$ cat config.mk
export PLATFORM = sky130hd
export DESIGN_NAME = ras_spec_ctrl_flat
export DESIGN_NICKNAME = d
export VERILOG_FILES = /design/src/rtl/ras_spec_ctrl_if.sv /design/src/rtl/ras_spec_ctrl.sv /design/src/flat_wrapper.sv
export SDC_FILE = /design/constraint.sdc
export NUM_CORES = 1
export LEC_CHECK = 0
export ABC_AREA = 0
export ABC_CLOCK_PERIOD_IN_PS = 11100
export CAP_MARGIN = 20
export CORE_MARGIN = 5
export CORE_UTILIZATION = 45
export CTS_CLUSTER_SIZE = 14
export DETAILED_ROUTE_END_ITERATION = 12
export GPL_ROUTABILITY_DRIVEN = 0
export GPL_TIMING_DRIVEN = 0
export PLACE_DENSITY = 0.66
export SLEW_MARGIN = 25
export SYNTH_ARGS = -nofsm -noshare
export SYNTH_HDL_FRONTEND = slang
export SYNTH_SLANG_ARGS = --single-unit
export TNS_END_PERCENT = 100
$ cat constraint.sdc
create_clock -name clock -period 11.1 [get_ports clock]
set_clock_uncertainty 0.1 [all_clocks]
set_input_delay 1.665 -clock clock [delete_from_list [all_inputs] [get_ports clock]]
set_output_delay 1.665 -clock clock [all_outputs]
set_load 0.03 [all_outputs]
$ cat src/rtl/ras_spec_ctrl_if.sv
// Bus between fetch/branch-resolution logic, the return address stack and
// the RAS speculation controller. The controller attaches through "slave";
// the surrounding logic (or a testbench) attaches through "master".
interface ras_spec_ctrl_if #(
    parameter int CKPT_DEPTH = 4
);
    localparam int CW = $clog2(CKPT_DEPTH);

    // Fetch-stage decode
    logic          fetch_valid;
    logic          fetch_is_call;
    logic          fetch_is_ret;
    logic [31:0]   fetch_pc;
    // Branch checkpoint / resolution
    logic          br_ckpt_en;
    logic          br_resolve_en;
    logic [CW-1:0] br_resolve_tag;
    logic          br_mispredict;
    // Stack status
    logic          ras_valid;
    logic [31:0]   ras_next_pc;
    // Controller outputs
    logic          ras_write_en;
    logic          ras_clear_en;
    logic [31:0]   ras_current_pc;
    logic [31:0]   ret_pred_pc;
    logic          ret_pred_valid;
    logic [CW-1:0] br_ckpt_tag;
    logic          fetch_stall;

    modport master (
        output fetch_valid, fetch_is_call, fetch_is_ret, fetch_pc,
        output br_ckpt_en, br_resolve_en, br_resolve_tag, br_mispredict,
        output ras_valid, ras_next_pc,
        input  ras_write_en, ras_clear_en, ras_current_pc,
        input  ret_pred_pc, ret_pred_valid, br_ckpt_tag, fetch_stall
    );

    modport slave (
        input  fetch_valid, fetch_is_call, fetch_is_ret, fetch_pc,
        input  br_ckpt_en, br_resolve_en, br_resolve_tag, br_mispredict,
        input  ras_valid, ras_next_pc,
        output ras_write_en, ras_clear_en, ras_current_pc,
        output ret_pred_pc, ret_pred_valid, br_ckpt_tag, fetch_stall
    );
endinterface

$ cat src/rtl/ras_spec_ctrl.sv
// Return address stack speculation controller. Converts call/return decode
// into push/pop commands, journals every speculative stack operation while a
// branch checkpoint is live, and on a mispredict unwinds the journal one
// entry per cycle to restore the stack as it was at the branch.
module ras_spec_ctrl #(
    parameter int JRNL_DEPTH = 16,
    parameter int CKPT_DEPTH = 4
) (
    input  logic           clock,
    input  logic           reset,
    ras_spec_ctrl_if.slave bus
);
    localparam int JW = $clog2(JRNL_DEPTH);
    localparam int PW = JW + 1;              // extra bit separates full from empty
    localparam int CW = $clog2(CKPT_DEPTH);

    typedef enum logic {S_IDLE, S_RECOVER} state_t;

    state_t                r_state, w_state_nxt;
    logic [PW-1:0]         r_head, r_target;
    logic [CKPT_DEPTH-1:0] r_ck_valid, w_valid_nxt;
    logic [PW-1:0]         r_ck_idx [CKPT_DEPTH];
    logic [CW-1:0]         r_alloc, r_oldest;
    logic                  r_jr_pop  [JRNL_DEPTH];
    logic [31:0]           r_jr_data [JRNL_DEPTH];

    logic          w_idle, w_any_valid, w_jfull, w_mis, w_good, w_ck_blk, w_stall;
    logic          w_acc, w_ret, w_call, w_pop, w_jwr, w_ck_take, w_undo_pop;
    logic [PW-1:0] w_base, w_head_op, w_undo_ptr;
    logic [31:0]   w_undo_data;
    logic [CW-1:0] w_ds, w_da;

    // Decode of acceptance, stall and journaling conditions
    always_comb begin
        w_idle      = (r_state == S_IDLE);
        w_any_valid = |r_ck_valid;
        // Base lags while the oldest pointer walks over resolved slots.
        w_base      = r_ck_valid[r_oldest] ? r_ck_idx[r_oldest] : r_head;
        w_jfull     = ((r_head - w_base) == PW'(JRNL_DEPTH)) & w_any_valid;
        w_mis       = w_idle & bus.br_resolve_en & bus.br_mispredict
                      & r_ck_valid[bus.br_resolve_tag];
        w_good      = w_idle & bus.br_resolve_en & ~bus.br_mispredict;
        w_ck_blk    = bus.br_ckpt_en & r_ck_valid[r_alloc];
        // A mispredict wins over any same-cycle fetch op.
        w_stall     = ~w_idle | w_jfull | w_ck_blk | w_mis;
        w_acc       = w_idle & bus.fetch_valid & ~w_stall;
        w_ret       = w_acc & bus.fetch_is_ret;
        w_call      = w_acc & bus.fetch_is_call & ~bus.fetch_is_ret;
        w_pop       = w_ret & bus.ras_valid;
        w_jwr       = w_any_valid & (w_call | w_pop);
        w_head_op   = r_head + PW'(w_jwr);
        w_ck_take   = w_idle & bus.br_ckpt_en & ~w_stall;
        w_undo_ptr  = r_head - PW'(1);
        w_undo_pop  = r_jr_pop[w_undo_ptr[JW-1:0]];
        w_undo_data = r_jr_data[w_undo_ptr[JW-1:0]];
    end

    // Stack commands and prediction outputs; undo replay overrides in RECOVER
    always_comb begin
        bus.ras_write_en   = 1'b0;
        bus.ras_clear_en   = 1'b0;
        bus.ras_current_pc = 32'd0;
        bus.ret_pred_pc    = 32'd0;
        bus.ret_pred_valid = 1'b0;
        if (w_call) begin
            bus.ras_write_en   = 1'b1;
            bus.ras_current_pc = bus.fetch_pc;
        end
        if (w_ret) begin
            bus.ret_pred_pc    = bus.ras_next_pc;
            bus.ret_pred_valid = bus.ras_valid;
            bus.ras_clear_en   = bus.ras_valid;
        end
        if (!w_idle) begin
            if (w_undo_pop) begin
                // Stack stores operand+4, so re-push with saved-4.
                bus.ras_write_en   = 1'b1;
                bus.ras_current_pc = w_undo_data - 32'd4;
            end else begin
                bus.ras_clear_en   = 1'b1;
            end
        end
    end

    assign bus.fetch_stall = w_stall;
    assign bus.br_ckpt_tag = r_alloc;

    // Next-state decision for the recovery FSM
    always_comb begin
        w_state_nxt = r_state;
        case (r_state)
            S_IDLE:    if (w_mis && (r_ck_idx[bus.br_resolve_tag] != r_head))
                           w_state_nxt = S_RECOVER;
            S_RECOVER: if (w_undo_ptr == r_target)
                           w_state_nxt = S_IDLE;
            default:   w_state_nxt = S_IDLE;
        endcase
    end

    // Checkpoint valid update: resolve, squash younger on mispredict, allocate
    always_comb begin
        w_valid_nxt = r_ck_valid;
        w_ds        = '0;
        w_da        = r_alloc - bus.br_resolve_tag;
        if (w_good)
            w_valid_nxt[bus.br_resolve_tag] = 1'b0;
        if (w_mis) begin
            for (int s = 0; s < CKPT_DEPTH; s++) begin
                // Distance from the mispredicted tag in allocation order;
                // w_da == 0 means the ring is full and t is the oldest.
                w_ds = CW'(s) - bus.br_resolve_tag;
                if ((w_ds == '0) || (w_da == '0) || (w_ds < w_da))
                    w_valid_nxt[s] = 1'b0;
            end
        end
        if (w_ck_take)
            w_valid_nxt[r_alloc] = 1'b1;
    end

    // FSM state register
    always_ff @(posedge clock) begin
        if (reset) r_state <= S_IDLE;
        else       r_state <= w_state_nxt;
    end

    // Journal pointers and checkpoint bookkeeping
    always_ff @(posedge clock) begin
        if (reset) begin
            r_head     <= '0;
            r_target   <= '0;
            r_ck_valid <= '0;
            r_alloc    <= '0;
            r_oldest   <= '0;
        end else begin
            if (!w_idle)    r_head <= w_undo_ptr;
            else if (w_jwr) r_head <= w_head_op;
            if (w_mis) r_target <= r_ck_idx[bus.br_resolve_tag];
            r_ck_valid <= w_valid_nxt;
            if (w_mis)          r_alloc <= bus.br_resolve_tag + CW'(1);
            else if (w_ck_take) r_alloc <= r_alloc + CW'(1);
            if ((r_oldest != r_alloc) && !r_ck_valid[r_oldest])
                r_oldest <= r_oldest + CW'(1);
        end
    end

    // Journal entries and checkpoint journal positions
    always_ff @(posedge clock) begin
        if (w_jwr) begin
            r_jr_pop[r_head[JW-1:0]]  <= w_pop;
            r_jr_data[r_head[JW-1:0]] <= w_pop ? bus.ras_next_pc : bus.fetch_pc;
        end
        if (w_ck_take)
            r_ck_idx[r_alloc] <= w_head_op;
    end
endmodule

$ cat src/flat_wrapper.sv
// flat-port wrapper written by rule: the top's interface ports become plain ports
module ras_spec_ctrl_flat 
#(
    parameter int JRNL_DEPTH = 16,
    parameter int CKPT_DEPTH = 4
)
  (clock, reset, bus_fetch_valid, bus_fetch_is_call, bus_fetch_is_ret, bus_fetch_pc, bus_br_ckpt_en, bus_br_resolve_en, bus_br_resolve_tag, bus_br_mispredict, bus_ras_valid, bus_ras_next_pc, bus_ras_write_en, bus_ras_clear_en, bus_ras_current_pc, bus_ret_pred_pc, bus_ret_pred_valid, bus_br_ckpt_tag, bus_fetch_stall);
  ras_spec_ctrl_if #(.CKPT_DEPTH(CKPT_DEPTH)) bus_i ();
  input  logic clock;
  input  logic reset;
  input wire logic [$bits(bus_i.fetch_valid)-1:0] bus_fetch_valid;
  input wire logic [$bits(bus_i.fetch_is_call)-1:0] bus_fetch_is_call;
  input wire logic [$bits(bus_i.fetch_is_ret)-1:0] bus_fetch_is_ret;
  input wire logic [$bits(bus_i.fetch_pc)-1:0] bus_fetch_pc;
  input wire logic [$bits(bus_i.br_ckpt_en)-1:0] bus_br_ckpt_en;
  input wire logic [$bits(bus_i.br_resolve_en)-1:0] bus_br_resolve_en;
  input wire logic [$bits(bus_i.br_resolve_tag)-1:0] bus_br_resolve_tag;
  input wire logic [$bits(bus_i.br_mispredict)-1:0] bus_br_mispredict;
  input wire logic [$bits(bus_i.ras_valid)-1:0] bus_ras_valid;
  input wire logic [$bits(bus_i.ras_next_pc)-1:0] bus_ras_next_pc;
  output wire logic [$bits(bus_i.ras_write_en)-1:0] bus_ras_write_en;
  output wire logic [$bits(bus_i.ras_clear_en)-1:0] bus_ras_clear_en;
  output wire logic [$bits(bus_i.ras_current_pc)-1:0] bus_ras_current_pc;
  output wire logic [$bits(bus_i.ret_pred_pc)-1:0] bus_ret_pred_pc;
  output wire logic [$bits(bus_i.ret_pred_valid)-1:0] bus_ret_pred_valid;
  output wire logic [$bits(bus_i.br_ckpt_tag)-1:0] bus_br_ckpt_tag;
  output wire logic [$bits(bus_i.fetch_stall)-1:0] bus_fetch_stall;
  assign bus_i.fetch_valid = bus_fetch_valid;
  assign bus_i.fetch_is_call = bus_fetch_is_call;
  assign bus_i.fetch_is_ret = bus_fetch_is_ret;
  assign bus_i.fetch_pc = bus_fetch_pc;
  assign bus_i.br_ckpt_en = bus_br_ckpt_en;
  assign bus_i.br_resolve_en = bus_br_resolve_en;
  assign bus_i.br_resolve_tag = bus_br_resolve_tag;
  assign bus_i.br_mispredict = bus_br_mispredict;
  assign bus_i.ras_valid = bus_ras_valid;
  assign bus_i.ras_next_pc = bus_ras_next_pc;
  assign bus_ras_write_en = bus_i.ras_write_en;
  assign bus_ras_clear_en = bus_i.ras_clear_en;
  assign bus_ras_current_pc = bus_i.ras_current_pc;
  assign bus_ret_pred_pc = bus_i.ret_pred_pc;
  assign bus_ret_pred_valid = bus_i.ret_pred_valid;
  assign bus_br_ckpt_tag = bus_i.br_ckpt_tag;
  assign bus_fetch_stall = bus_i.fetch_stall;
  ras_spec_ctrl #(.JRNL_DEPTH(JRNL_DEPTH), .CKPT_DEPTH(CKPT_DEPTH)) u_core (.clock(clock), .reset(reset), .bus(bus_i));
endmodule
# ---- Word level (Yosys, flattened, before mapping)
# Memories as Yosys holds them, arrays and structs flattened. A register that Yosys moved wholly into a read port is not among the register bits.
# Cells that the tools add are included.
dict set report classes {
  div_mod_pow 0
  bitwise_logic 26
  n_eq_ne 4
  order_cmp 9
  n_reduce_logical 21
  shift 0
  n_addsub 12
  n_mux 42
  mul 0
}
# op n
set op_table {}
lappend op_table {{$mux 32} 5}
lappend op_table {{$sub 32x3->32 const B} 1}
lappend op_table {{$mux 1} 21}
lappend op_table {{$and 1x1->1} 15}
lappend op_table {{$mux 5} 3}
lappend op_table {{$mux 4} 3}
lappend op_table {{$logic_not 2->1} 5}
lappend op_table {{$lt 2x3->1 const B} 3}
lappend op_table {{$logic_or 1x1->1} 8}
lappend op_table {{$lt 2x2->1} 4}
lappend op_table {{$mux 2} 4}
lappend op_table {{$add 2x1->2 const B} 3}
lappend op_table {{$bmux 1 s2} 3}
lappend op_table {{$add 5x1->5} 1}
lappend op_table {{$eq 5x5->1} 1}
lappend op_table {{$eq 5x5->1 const B} 1}
lappend op_table {{$ne 5x5->1} 1}
lappend op_table {{$sub 5x1->5 const B} 1}
lappend op_table {{$sub 5x5->5} 1}
lappend op_table {{$and 4x4->4} 1}
lappend op_table {{$demux 1 s2} 2}
lappend op_table {{$ge 2x1->1 const B} 2}
lappend op_table {{$logic_and 1x1->1} 4}
lappend op_table {{$not 1->1} 4}
lappend op_table {{other kinds (11)} 17}
dict set report totals {
  memories 3
  reg_bits 19
  romBits 0
  mem_bits_rw 548
  output_inout_bits 70
  latch_bits 0
}
# name depth width rd rd_ports_with_merged_regs wr line_no
set mem_list {}
lappend mem_list {u_core.r_jr_data 16 32 1 0 1 ras_spec_ctrl.sv:25} ;# logic [31:0] r_jr_data [JRNL_DEPTH];
lappend mem_list {u_core.r_ck_idx 4 5 2 1 1 ras_spec_ctrl.sv:22} ;# logic [PW-1:0] r_ck_idx [CKPT_DEPTH];
lappend mem_list {u_core.r_jr_pop 16 1 1 0 1 ras_spec_ctrl.sv:24} ;# logic r_jr_pop [JRNL_DEPTH];

# ---- Logic depth before layout (Yosys ltp)
# Gate-level depths: netlist of run 1.
dict set report logic_depth {
  word_depth 18
  ltp_mapped 23
  depth_no_buf 18
}

# ---- Worst setup path after synthesis of run 1
# No wires, ideal clock.
dict set report synth_timing {
  path_kind {flip-flop to output port}
  startpoint {reg u_core.r_head[0]}
  endpoint {out bus_ras_current_pc[29]}
  setup_slack_ps 4575
  path_stages_with_launch 18
  arrival_ps 4760
  path_cell_list {dfxtp_1 -> buf_6 -> buf_12 -> buf_12 -> buf_4 -> inv_2 -> ha_1 -> buf_2 -> buf_2 -> buf_2 -> buf_2 -> buf_1 -> mux4_2 -> a221oi_1 -> nand3b_1 -> or4b_1 -> or4_1 -> nand3_1}
}
dict set report synth_via {
  elab_chain_cells 14
  word_cells_on_any_way 18
  cone_classes {add/sub: 3; eq/ne: 1; mux: 4; bitwise: 8; memory: 2}
}
# item line_no
set synth_lines {}
lappend synth_lines {{from (decl)} ras_spec_ctrl.sv:20} ;# logic [PW-1:0] r_head, r_target;
lappend synth_lines {{from (signal assigned)} ras_spec_ctrl.sv:135} ;# if (!w_idle) r_head <= w_undo_ptr;
lappend synth_lines {{from (signal assigned)} ras_spec_ctrl.sv:136} ;# else if (w_jwr) r_head <= w_head_op;
lappend synth_lines {{branches (longest 13 deep; another with $mem_v2 16x32)} --}
lappend synth_lines {{$mux 32 *} ras_spec_ctrl.sv:74} ;# if (!w_idle) begin
lappend synth_lines {{to (decl)} flat_wrapper.sv:23} ;# output wire logic [$bits(bus_i.ras_current_pc)-1:0] bus_ras_current_pc;
# Mark *: on every way between the ends.

# ---- Final worst setup path of run 1
# Same ends and word-level chain as after synthesis.

==> results of run 1 <==
==> per-stage QoR <==
step                setup slack (ns)  utilization  std cells  cell area [um^2]  power [mW]
global placement                1.58        0.499       2206             26900        3.34
finish                          1.26        0.542       2328             29200        5.28
global route                    1.05        0.542       2328             29200        5.45
floorplan                       4.57            -       1367             24600        3.04
CTS                             1.29        0.542       2328             29200        5.30
detailed placement              1.99        0.507       2224             27300        3.37
==> cells by family after synthesis <==
group	count (synthesis)
AND/OR/NAND/NOR	289
buffers and inverters	101
XOR/XNOR	36
multiplexers	233
AO/OA/AOI/OAI	117
flip-flops	569
adder cells (fa/ha/maj)	22
==> flip-flops by register name, summed over array words and instances, names as in the netlist, named ones only <==
signal and cells:
u_core.r_jr_data 512, u_core.r_ck_idx 20, u_core.r_jr_pop 16, u_core.r_head 5, u_core.r_target 5, u_core.r_ck_valid 4, u_core.bus.br_ckpt_tag 2, u_core.r_oldest 2
u_core.r_state 1
==> cells in the mapped netlist, types with 4 or more instances <==
cell type,count
nand2_1,70
dfxtp_1,21
o21ai_0,37
nor4_1,11
nand4_1,8
a31oi_1,4
nor2b_1,7
buf_4,5
mux2_2,38
or3_1,8
edfxtp_1,548
and2_1,43
nor3b_1,22
clkbuf_1,40
nor3_1,23
a22o_1,14
buf_6,8
inv_1,20
xnor2_1,22
nand3_1,16
o211ai_1,4
xor2_1,13
mux4_2,141
a21oi_1,26
buf_2,22
nor2_1,26
nand3b_1,13
or4_1,4
a221oi_1,8
mux2i_1,51
ha_1,20
and3_1,23
==> power breakdown <==
group	total, mW	leakage, nW	internal, mW	switching, mW
Clock	1.96	0.922	1.14	0.819
Sequential	2.44	5.11	2.42	0.0189
Combinational	0.885	3.22	0.342	0.543
Total	5.28	9.25	3.90	1.38
==> final timing paths <==
path                           start                 endpoint
hold reg to reg   u_core.r_target[3]       u_core.r_target[3]
setup reg to reg    u_core.r_head[0]  u_core.r_jr_data[4][14]
setup / recovery    u_core.r_head[0]   bus_ras_current_pc[29]
hold / removal    u_core.r_target[3]       u_core.r_target[3]
==> layout make-up <==
| class | count | area [um^2] | area share |
|---|---|---|---|
| clock inverters | 41 | 465 | 0.0159 |
| multi-input cells | 697 | 7260 | 0.248 |
| inverters | 21 | 78.8 | 0.00270 |
| well taps | 696 | 871 | 0.0298 |
| plain buffers | 80 | 443 | 0.0151 |
| flip-flops and latches | 569 | 16900 | 0.577 |
| clock buffers | 63 | 1430 | 0.0488 |
| repair buffers | 161 | 1820 | 0.0622 |
==> metal layers <==
metal	routed length (um)	up-vias	share of wire
met3	5590	119	0.082
li1	-	5984	-
met2	33000	732	0.48
met4	1950	0	0.029
met5	0	-	0
met1	27600	7374	0.40
==> tightest hold or removal path, stage by stage, from the launching register on <==
cell and delay [ns]:
dfxtp_1 0.32, nand2_1 0.06, a21oi_1 0.05
==> impl_metrics.py, run 1 <==
metrics = {
    "logic_synthesis": {
        "synth-simple-area-share": 0.0654,
        "synthFlopType": "edfxtp_1",
        "synth_area_mm2": 0.0246,
        "synth_top_area_frac": 0.670,
        "synth_warnings": 0,
        "synth_top_family_by_area": "multiplexers",
        "synth-xor-area-share": 0.0131,
        "synth_cells": 1367,
        "synthAdderAreaFrac": 0.0118,
        "synth_area_leaders": "edfxtp_1, mux4_2, mux2i_1, mux2_2, dfxtp_1",
        "synth_edf_count": 548,
        "synth_compound_area_frac": 0.0314,
        "postSynth.asyncResetShare": 0,
        "synthMuxAreaShare": 0.171,
        "synth_area_per_cell_um2": 18.0,
        "synth-seq-cells": 569,
        "ys_types": 66,
        "syn_nets": 1464,
        "yosysSeqAreaShare": 0.687,
        "yosysTopAreaCell": "edfxtp_1",
    },
    "final_layout": {
        "final_nets": 1683,
        "fillerInstances": 4179,
        "syn2layout_area_growth_pct": 19.0,
        "drive_above_1_share": 0.219,
        "final_common_cell": "edfxtp_1",
        "final_cell_mix": "edfxtp_1, clkdlybuf4s50_1, mux4_2",
        "insertedDiodeCount": 0,
    },
    "pwr": {
        "leakage_nw": 9.25,
        "ir_drop_v": 0.000109,
        "p_per_area_mw_per_mm2": 181,
    },
    "die": {
        "die_y_um": 244,
        "std_cell_rows": 85,
        "die_width_um": 244,
        "core-area_mm2": 0.0539,
        "dieArea_mm2": 0.0594,
        "start_util": 0.456,
        "ios": 145,
    },
    "global_routing": {
        "overflow": 0,
        "antenna_found_initial": 1,
        "grt_max_degree": 28,
        "first_global_vias": 14000,
        "grt_usage": 0.223,
        "met1_usage": 0.309,
        "grtUsageMet3": 0.0410,
        "grt_busiest_layer": "met2",
        "grt_pass1_wl_um": 97000,
        "grt_use_met2": 0.369,
    },
    "drt": {
        "ant_nets": 0,
        "first_iter_violations": 1602,
        "drt-vias-per-instance": 6.10,
        "wl_um": 68100,
        "remaining_drc_errors": 0,
        "firstDrtPassIters": 5,
        "vias": 14200,
        "wl_per_cell_um": 29.2,
    },
    "setup_path": {
        "crit_family": "buffers and inverters",
        "start_kind": "flop",
        "rr_worst_depth": 17,
        "cp.depth": 16,
        "crit_chain": "buf_6 -> buf_12 -> buf_12 -> buf_4 -> inv_2 -> ha_1 -> buf_2 -> clkbuf_1 -> clkbuf_1 -> mux4_2 -> a221oi_1 -> nand3b_1 -> or3_1 -> or4_1 -> nand3_1 -> clkdlybuf4s50_1",
        "worst_setup_path_end_kind": "output pin",
        "crit_required_ns": 9.34,
        "crit_buf_inv": 9,
        "cp.arrival_ns": 8.07,
        "path_class": "flop to output pin",
        "critPathSlowestCell": "a221oi_1",
        "crit_path_max_fanout": 13,
        "rrSetupSlack_ns": 4.99,
        "max_stage_delay_ns": 0.82,
    },
    "clock_network": {
        "clk_latency_ns": 0.62,
        "cts_hold_buf": 0,
        "clkSlewWorstSetupHoldPaths_ns": 0.06,
        "cts_resized": 0,
        "h-tree-depth": 2,
        "cts-root-buf": "clkbuf_16",
        "cts_tree": "yes",
        "clock-sinks": 569,
        "postCtsSetupRepairBufs": 0,
        "cts_buffers": 56,
        "ctsLongestPathBuffers": 3,
    },
    "sta": {
        "maxSlewHeadroom": 0.252,
        "fin_crit_sh": 0.886,
        "max_freq_mhz": 102,
        "finalSetupViolCount": 0,
        "rsz0062_at_grt": "no",
        "hold_ws_ns": 0.381,
        "timing.final.max_slew_violations": 0,
        "worstMarginPinSlew_ns": 1.12,
        "finalCriticalPeriod_ns": 9.84,
        "finalSetupTns_ns": 0,
        "hold_viol_final": 0,
    },
    "hold_path": {
        "hold_path.class": "flop to flop",
        "hold_depth": 2,
    },
    "job": {
        "maxCapViolCount": 0,
    },
    "run_status": {
        "outcome": "finished clean",
    },
    "placed_design": {
        "port_buffers": 143,
        "dpl.hpwl_um": 42800,
    },
}
No activity file was read; power rests on OpenSTA's default activity.
==> run 2, diff against run 1 <==
GPL_TIMING_DRIVEN = 1   (was 0)
==> run 2 against run 1 <==
  * Clock power shrank 9%
  * Via count shrank 5.5%
  * Critical path depth shrank 3
  * First-iteration DRC count shrank 23%
  * Sequential power is essentially flat
  * Cell area shrank 2.6%
  * Sequential share of layout area grew 1.5 points
  * Wire length shrank 11%
  * Combinational power shrank 7.3%
  * Fmax grew 9.0%
  * Largest cell class unchanged
==> impl_metrics.py, run 2 (synthesis gave the netlist of run 1 again) <==
metrics = {
    "final_layout": {
        "syn2layout_area_growth_pct": 15.9,
        "final_cell_mix": "edfxtp_1, clkdlybuf4s50_1, mux4_2",
        "final_cell_area_mm2": 0.0285,
        "largest_reg_flops": 512,
        "drive_above_1_share": 0.203,
        "final_nets": 1617,
        "final_common_cell": "edfxtp_1",
    },
    "drt": {
        "ant_nets": 0,
        "vias": 13400,
        "firstDrtPassIters": 5,
        "wl_per_cell_um": 26.7,
        "wl_um": 60400,
        "first_iter_violations": 1239,
        "drt-vias-per-instance": 5.94,
        "remaining_drc_errors": 0,
    },
    "placed_design": {
        "dp_slack_ns": 2.68,
        "dpl.hpwl_um": 34200,
        "port_buffers": 144,
        "placed_cell_area_mm2": 0.0268,
    },
    "global_routing": {
        "grt_usage": 0.200,
        "antenna_found_initial": 3,
        "grt_pass1_wl_um": 88700,
        "first_global_vias": 13600,
        "overflow": 0,
        "grt_max_degree": 133,
    },
    "clock_network": {
        "cts_tree": "yes",
        "clk_latency_ns": 0.61,
        "clock-sinks": 569,
        "cts_hold_buf": 0,
        "ctsLongestPathBuffers": 3,
        "cts_buffers": 56,
        "cts-root-buf": "clkbuf_16",
        "cts_resized": 0,
        "postCtsSetupRepairBufs": 0,
        "clkSlewWorstSetupHoldPaths_ns": 0.06,
        "h-tree-depth": 2,
    },
    "die": {
        "die_y_um": 244,
        "start_util": 0.456,
        "core-area_mm2": 0.0539,
        "ios": 145,
        "std_cell_rows": 85,
        "die_width_um": 244,
        "dieArea_mm2": 0.0594,
    },
    "run_status": {
        "outcome": "finished clean",
    },
    "sta": {
        "fin_ws_ns": 2.07,
        "finalSetupViolCount": 0,
        "finalCriticalPeriod_ns": 9.03,
        "maxSlewHeadroom": 0.333,
        "hold_viol_final": 0,
        "worstMarginPinSlew_ns": 0.999,
        "timing.final.max_slew_violations": 0,
        "rsz0062_at_grt": "no",
        "fin_crit_sh": 0.813,
        "finalSetupTns_ns": 0,
        "max_freq_mhz": 111,
    },
    "setup_path": {
        "cp.arrival_ns": 7.26,
        "crit_path_max_fanout": 70,
        "worst_setup_path_end_kind": "output pin",
        "start_kind": "flop",
        "max_stage_delay_ns": 0.98,
        "crit_required_ns": 9.34,
        "critPathSlowestCell": "ha_4",
        "path_class": "flop to output pin",
        "crit_chain": "inv_2 -> ha_4 -> buf_4 -> mux4_2 -> mux2i_1 -> nand2_1 -> nand2_1 -> ha_1 -> nand3_1 -> or3_1 -> or4_1 -> nand3_1 -> clkdlybuf4s50_1",
    },
    "pwr": {
        "leakage_nw": 8.91,
        "p_per_area_mw_per_mm2": 178,
        "ir_drop_v": 0.000112,
        "power_mw": 5.07,
    },
    "job": {
        "maxCapViolCount": 0,
    },
    "hold_path": {
        "hold_path.class": "flop to flop",
    },
}
## run 2: changes by cell type in the layout (fill, tap and decap cells not counted), sizes merged
cell,previous run,this run
clkbuf,103,70
buf,58,31
bufinv,9,3
clkinv,27,23
clkdlybuf4s50,143,144
clkinvlp,4,3
diode,0,1
inv,22,23
## run 2: worst max-delay path: cells and delay by family (launching register included)
family / cells / cell delay [ns]
AND/OR/NAND/NOR: 6 / 2.12
buffers and inverters: 3 / 1.86
adder cells (fa/ha/maj): 2 / 1.18
flip-flops: 1 / 0.81
multiplexers: 2 / 0.61
## run 2: cell type report
class,instances,area (um^2)
timing repair buffer,175,1710
sequential,569,16900
inverter,21,78.8
multi-input combinational,697,7240
antenna,1,2.50
fill,4210,25400
tap,696,871
clock inverter,31,226
clock buffer,70,1480
## run 2: final timing paths
kind	start	endpoint	slack [ns]	depth (start not counted)
setup / recovery	u_core.r_head[0]	bus_ras_current_pc[30]	2.07	13
setup reg to reg	u_core.r_oldest[0]	u_core.r_jr_data[14][15]	6.09	15
hold reg to reg	u_core.r_target[3]	u_core.r_target[3]	0.37	2
hold / removal	u_core.r_target[3]	u_core.r_target[3]	0.37	2
## run 2: report_power, final
group	total, mW	internal (mW)	switching (mW)	leakage, nW
combinational	0.820	0.331	0.489	2.98
clock	1.79	1.01	0.781	0.824
sequential	2.46	2.42	0.0352	5.11
## run 2: per-layer routing
layer | vias up | share of wire | GRT usage
met4 | 2 | 0.025 | 0.0513
li1 | 5825 | - | -
met1 | 6995 | 0.43 | 0.282
met2 | 512 | 0.48 | 0.324
met3 | 97 | 0.069 | 0.0390
met5 | - | 0.00022 | 0
## run 2: metrics by stage
stage | util | hold WS [ns] | std cells
6_report | 0.528 | 0.373 | 2260
3_3_place_gp | 0.496 | 0.361 | 2157
3_5_place_dp | 0.496 | 0.366 | 2157
2_1_floorplan | - | 0.348 | 1367
5_1_grt | 0.528 | 0.393 | 2259
4_1_cts | 0.528 | 0.375 | 2258
